==> src/rtl/mem_arbiter.sv <==
// ============================================================================
// Module   : mem_arbiter
// Purpose  : Icache/dcache arbiter for one single-ported RAM; dcache priority,
//            atomic dcache bursts, anti-starvation. Option macro: ARB_STATS_EN.
// Revision : 1.0 - initial release
// ============================================================================
`default_nettype none

module mem_arbiter #(
    parameter int WORD_W     = 32,
    parameter int BLK_WORDS  = 2,
    parameter int STARVE_MAX = 4
) (
    input  logic              CLK,
    input  logic              RST,
    input  logic              iREN,
    input  logic [WORD_W-1:0] iaddr,
    output logic              iwait,
    output logic [WORD_W-1:0] iload,
    input  logic              dREN,
    input  logic              dWEN,
    input  logic [WORD_W-1:0] daddr,
    input  logic [WORD_W-1:0] dstore,
    output logic              dwait,
    output logic [WORD_W-1:0] dload,
    output logic              ramREN,
    output logic              ramWEN,
    output logic [WORD_W-1:0] ramaddr,
    output logic [WORD_W-1:0] ramstore,
    input  logic [WORD_W-1:0] ramload,
    input  logic              ram_wait
`ifdef ARB_STATS_EN
    ,
    output logic [15:0]       igrants,
    output logic [15:0]       dgrants,
    output logic [15:0]       conflicts
`endif
);

    localparam logic [1:0] c_IDLE       = 2'd0;
    localparam logic [1:0] c_GRANT_I    = 2'd1;
    localparam logic [1:0] c_GRANT_D    = 2'd2;
    localparam logic [3:0] c_LAST_BEAT  = 4'(BLK_WORDS - 1);
    localparam logic [3:0] c_STARVE_MAX = 4'(STARVE_MAX);

    logic [1:0] r_state;
    logic [1:0] w_next;
    logic [3:0] r_beat;
    logic [3:0] r_starve;
    logic       w_dreq;
    logic       w_starved;
    logic       w_d_entry;
    logic       w_d_exit;

    assign w_dreq    = dREN | dWEN;
    assign w_starved = iREN && (r_starve == c_STARVE_MAX);
    assign w_d_entry = (r_state == c_IDLE) && (w_next == c_GRANT_D);
    assign w_d_exit  = (r_state == c_GRANT_D) && (w_next != c_GRANT_D);

    always_ff @(posedge CLK) begin
        if (RST) begin
            r_state <= c_IDLE;
        end else begin
            r_state <= w_next;
        end
    end

    // Every grant returns to IDLE, which gives the mandatory turnaround cycle.
    always_comb begin
        w_next = r_state;
        case (r_state)
            c_IDLE: begin
                if (w_dreq && !w_starved) begin
                    w_next = c_GRANT_D;
                end else if (iREN) begin
                    w_next = c_GRANT_I;
                end
            end
            c_GRANT_D: begin
                if (!w_dreq || (!ram_wait && (r_beat == c_LAST_BEAT))) begin
                    w_next = c_IDLE;
                end
            end
            c_GRANT_I: begin
                if (!iREN || !ram_wait) begin
                    w_next = c_IDLE;
                end
            end
            default: w_next = c_IDLE;
        endcase
    end

    always_comb begin
        iwait    = 1'b1;
        iload    = '0;
        dwait    = 1'b1;
        dload    = '0;
        ramREN   = 1'b0;
        ramWEN   = 1'b0;
        ramaddr  = '0;
        ramstore = '0;
        case (r_state)
            c_GRANT_D: begin
                ramaddr  = daddr;
                ramstore = dstore;
                ramWEN   = dWEN;
                ramREN   = dREN & ~dWEN;
                dwait    = ram_wait;
                dload    = ramload;
            end
            c_GRANT_I: begin
                ramREN  = 1'b1;
                ramaddr = iaddr;
                iwait   = ram_wait;
                iload   = ramload;
            end
            default: ;
        endcase
    end

    always_ff @(posedge CLK) begin
        if (RST || w_d_exit) begin
            r_beat <= '0;
        end else if ((r_state == c_GRANT_D) && !ram_wait) begin
            r_beat <= r_beat + 4'd1;
        end
    end

    // Starvation is judged on iREN at the moment the dcache wins the grant.
    always_ff @(posedge CLK) begin
        if (RST) begin
            r_starve <= '0;
        end else if (w_d_entry) begin
            if (!iREN) begin
                r_starve <= '0;
            end else if (r_starve != c_STARVE_MAX) begin
                r_starve <= r_starve + 4'd1;
            end
        end else if ((r_state == c_GRANT_I) && iREN && !ram_wait) begin
            r_starve <= '0;
        end
    end

`ifdef ARB_STATS_EN
    logic [15:0] r_igrants;
    logic [15:0] r_dgrants;
    logic [15:0] r_conflicts;

    always_ff @(posedge CLK) begin
        if (RST) begin
            r_igrants   <= '0;
            r_dgrants   <= '0;
            r_conflicts <= '0;
        end else begin
            if ((r_state == c_IDLE) && (w_next == c_GRANT_I)) begin
                r_igrants <= r_igrants + 16'd1;
            end
            if (w_d_entry) begin
                r_dgrants <= r_dgrants + 16'd1;
            end
            if ((r_state == c_IDLE) && iREN && w_dreq) begin
                r_conflicts <= r_conflicts + 16'd1;
            end
        end
    end

    assign igrants   = r_igrants;
    assign dgrants   = r_dgrants;
    assign conflicts = r_conflicts;
`endif

endmodule

`default_nettype wire

==> config.mk <==
export PLATFORM = sky130hd
export DESIGN_NAME = mem_arbiter
export DESIGN_NICKNAME = d
export VERILOG_FILES = /design/src/rtl/mem_arbiter.sv
export SDC_FILE = /design/constraint.sdc
export NUM_CORES = 1
export LEC_CHECK = 0
export CORE_AREA = 2 2 103 105
export CTS_CLUSTER_SIZE = 12
export DETAILED_ROUTE_END_ITERATION = 8
export DIE_AREA = 0 0 105 107
export PLACE_DENSITY = 0.67
export SYNTH_ARGS = -nofsm -noshare
export SYNTH_HDL_FRONTEND = slang
export SYNTH_SLANG_ARGS = --single-unit
==> constraint.sdc <==
create_clock -name CLK -period 2.3 [get_ports CLK]
set_input_delay 0.46 -clock CLK [delete_from_list [all_inputs] [get_ports CLK]]
set_output_delay 0.46 -clock CLK [all_outputs]
set_load 0.1 [all_outputs]
==> results.yml <==
timing:
  fin_worst_skew_ns: 0.00849
  layout_setup_ws_ns: 0.0864
  drv_slew: 0
  worst_pin_slew_ns: 0.388
  rsz0062_at_grt: "no"
  period_share_pct: 96.2
  hold_viol: 0
  slew_headroom_pct: 74.0
  period_needed_ns: 2.21
  setup_violations: 0
  fmax_mhz: 452
clocking:
  worst_skew_pair.late_latency_ns: 0.24
  cts_tree: "built"
  path_clk_slew_ns: 0.05
  clock-sinks: 10
  root_buffer: "clkbuf_8"
  numCtsBuffers: 3
  cts_max_level: 1
  clockBufferDepth: 2
  hold_buffers: 0
placed_design:
  port_buffers: 265
  dp_slack_ns: -0.0988
  finalWeightedCongestion: 0.860
  dpl.hpwl_um: 9400
power:
  power_leakage_nw: 2.50
  irDropWorstVdd_uv: 231
  power_density_nw_per_um2: 394
  total_power_w: 0.00252
logic_synthesis:
  synth_edf_count: 0
  synth_compound_area_share_pct: 19.8
  syn_inst: 255
  postSynth.asyncResetShare_pct: 0
  synth_cell_type_count: 35
  synth.area.mux_share_pct: 0.634
  synth-simple-area-share_pct: 54.1
  yosys_warnings: 0
  syn_nets: 397
  postSynthAreaPerCell_um2: 6.96
  seq_area_frac_synth_pct: 11.3
  netlist_area_um2: 1780
  synth_top_family_by_area: "simple AND/OR/NAND/NOR gates"
  synth-seq-cells: 10
  synthAdderAreaFrac_pct: 5.64
  synth_xor_xnor_area_share_pct: 1.97
  synth-main-ff-cell: "dfxtp_1"
die:
  die_w_um: 105
  core_area_um2: 10100
  die_area_um2: 11200
  io_pins: 266
  initial_core_util_pct: 17.6
  num_rows: 37
  die_h_um: 107
worst_setup_path:
  r2r-start: "r_state[1]$_SDFF_PP0_"
  worstSetupEndpointType: "output pin"
  crit_path_start_kind: "register"
  path_cells: "inv_1, ha_2, buf_12, a22oi_1, nor2b_4, buf_12"
  critPathRequiredTime_ns: 1.84
  rr_worst_depth: 7
  path_max_fanout: 32
  arrival_ns: 1.75
  rr_endpoint: "r_beat[1]$_SDFFE_PP0P_"
  reg2reg_slack_ns: 0.28
  critPathSlowestCell: "dfxtp_1"
  cpPeakStageDelay_ns: 0.42
  critPathKind: "reg2out"
  worst_path_most_repeated_cell: "buf_12"
detailed_routing:
  vias_per_cell: 4.38
  drc: 0
  routed_wl_um: 11200
  wl_per_cell_um: 17.3
  drtPass1Iterations: 4
  antenna_left: 0
  drtIter0Drc: 102
  num_vias: 2843
cells_and_area:
  nNetsFinal: 656
  synthToLayoutAreaGrowth_pct: 260
  drive_gt1_share_pct: 48.0
  n_antenna_cell: 0
grt:
  grt_pass1_wl_um: 16600
  grt_pass1_vias: 2983
  grt_max_degree: 63
  grt_overflow_total: 0
  grt_usage_pct: 18.6
  antenna_found_initial: 0
worst_hold_path:
  hp-start: "r_starve[3]$_SDFFE_PP0P_"
  hp-class: "reg2reg"
  hold_end: "r_starve[3]$_SDFFE_PP0P_"
  whs_path_depth: 1
job:
  cap_violations: 0
outcome:
  status: "complete, no violations"
## power breakdown
part | internal, W | switching [W] | leakage [nW]
logic | 0.000864 | 0.00124 | 2.39
clock network | 0.000151 | 0.0000735 | 0.0288
registers | 0.000182 | 0.0000100 | 0.0813
total | 0.00120 | 0.00132 | 2.50
## cells in the mapped netlist, types with 3 or more instances
cell       n  area [um2]
a22oi_1   32         240
and2_1    97         607
clkbuf_1  19        71.3
dfxtp_1   10         200
ha_1       8         100
inv_1      9        33.8
nand2_1    3        11.3
nor2_1     4        15.0
nor2b_1   35         219
nor3_1     5        25.0
## what timing repair did
action,in CTS,in global routing
buffers inserted,0,1
endpoints found under the setup margin,0,3
hold endpoints to repair,0,0
resized for setup,0,5
## kinds of logic after synthesis
kind of cell,after synthesis
AOI/OAI and AO/OA,46
xor gates and xnor gates,4
adders and majority gates,8
buffers and inverters,31
DFF,10
muxes,1
and+or+nand+nor,155
## placed cells by master (no fill, tap or decap), types with 4 or more instances in the layout
cell             Yosys  layout
inv_1                9       9
nor2b_4              0      32
clkdlybuf4s50_1      0     133
and2_1              97      45
and2_2               0      52
nor2_1               4       4
a22oi_1             32      30
clkbuf_8             0       4
nor3_1               5       5
buf_4                0       5
buf_12               0     137
dfxtp_1             10      10
ha_1                 8       6
## how the worst max path moves through the flow
| stage | start | end | slack [ns] | cells after the start |
|---|---|---|---|---|
| after CTS | r_state[0]$_SDFF_PP0_ | ramREN | 0.11 | 7 |
| final | r_state[1]$_SDFF_PP0_ | ramaddr[17] | 0.09 | 6 |
| after floorplan | r_state[1]$_SDFF_PP0_ | ramaddr[14] | -0.0009 | 6 |
| after global placement | dREN | r_starve[2]$_SDFFE_PP0P_ | -0.009 | 6 |
| after detailed placement | dWEN | r_starve[0]$_SDFFE_PP0P_ | -0.1 | 6 |
| after global routing | r_state[1]$_SDFF_PP0_ | ramaddr[14] | 0.0003 | 6 |
## routing by layer
metal	up-vias	global-route usage [%]	routed length, um
met1	1326	19.0	3790
met2	133	34.9	6140
met3	18	8.02	1100
li1	1366	-	-
met5	-	0	0
met4	0	4.00	199
## cell type report
cell class / count / area [um2]
multi-input combinational: 214 / 1800
fill: 798 / 3690
inverter: 9 / 33.8
tap: 136 / 170
sequential: 10 / 200
clock buffer: 4 / 55.1
timing repair buffer: 276 / 4140
## metrics by stage
| step | cells | cell area [um2] | utilization, % | hold WS (ns) | TNS, ns |
|---|---|---|---|---|---|
| after floorplan | 255 | 2080 | - | 0.491 | -0.00889 |
| after global placement | 643 | 6280 | 62.2 | 0.522 | -0.00900 |
| after detailed placement | 643 | 6280 | 62.2 | 0.558 | -0.534 |
| after CTS | 647 | 6330 | 62.7 | 0.571 | 0 |
| after global routing | 649 | 6400 | 63.4 | 0.588 | 0 |
| final | 649 | 6400 | 63.4 | 0.573 | 0 |
## worst max-delay path: cells and delay by family, from the launching register on
kind                       cells  cell delay (ns)
buffers and inverters          3             0.46
and+or+nand+nor                1             0.08
AOI/OAI and AO/OA              1             0.31
DFF                            1             0.42
adders and majority gates      1             0.23
## state kept, by name, indices dropped and copies added, names as in the netlist
register  cells
r_beat        4
r_starve      4
r_state       2
(Power assumes the default switching activity.)
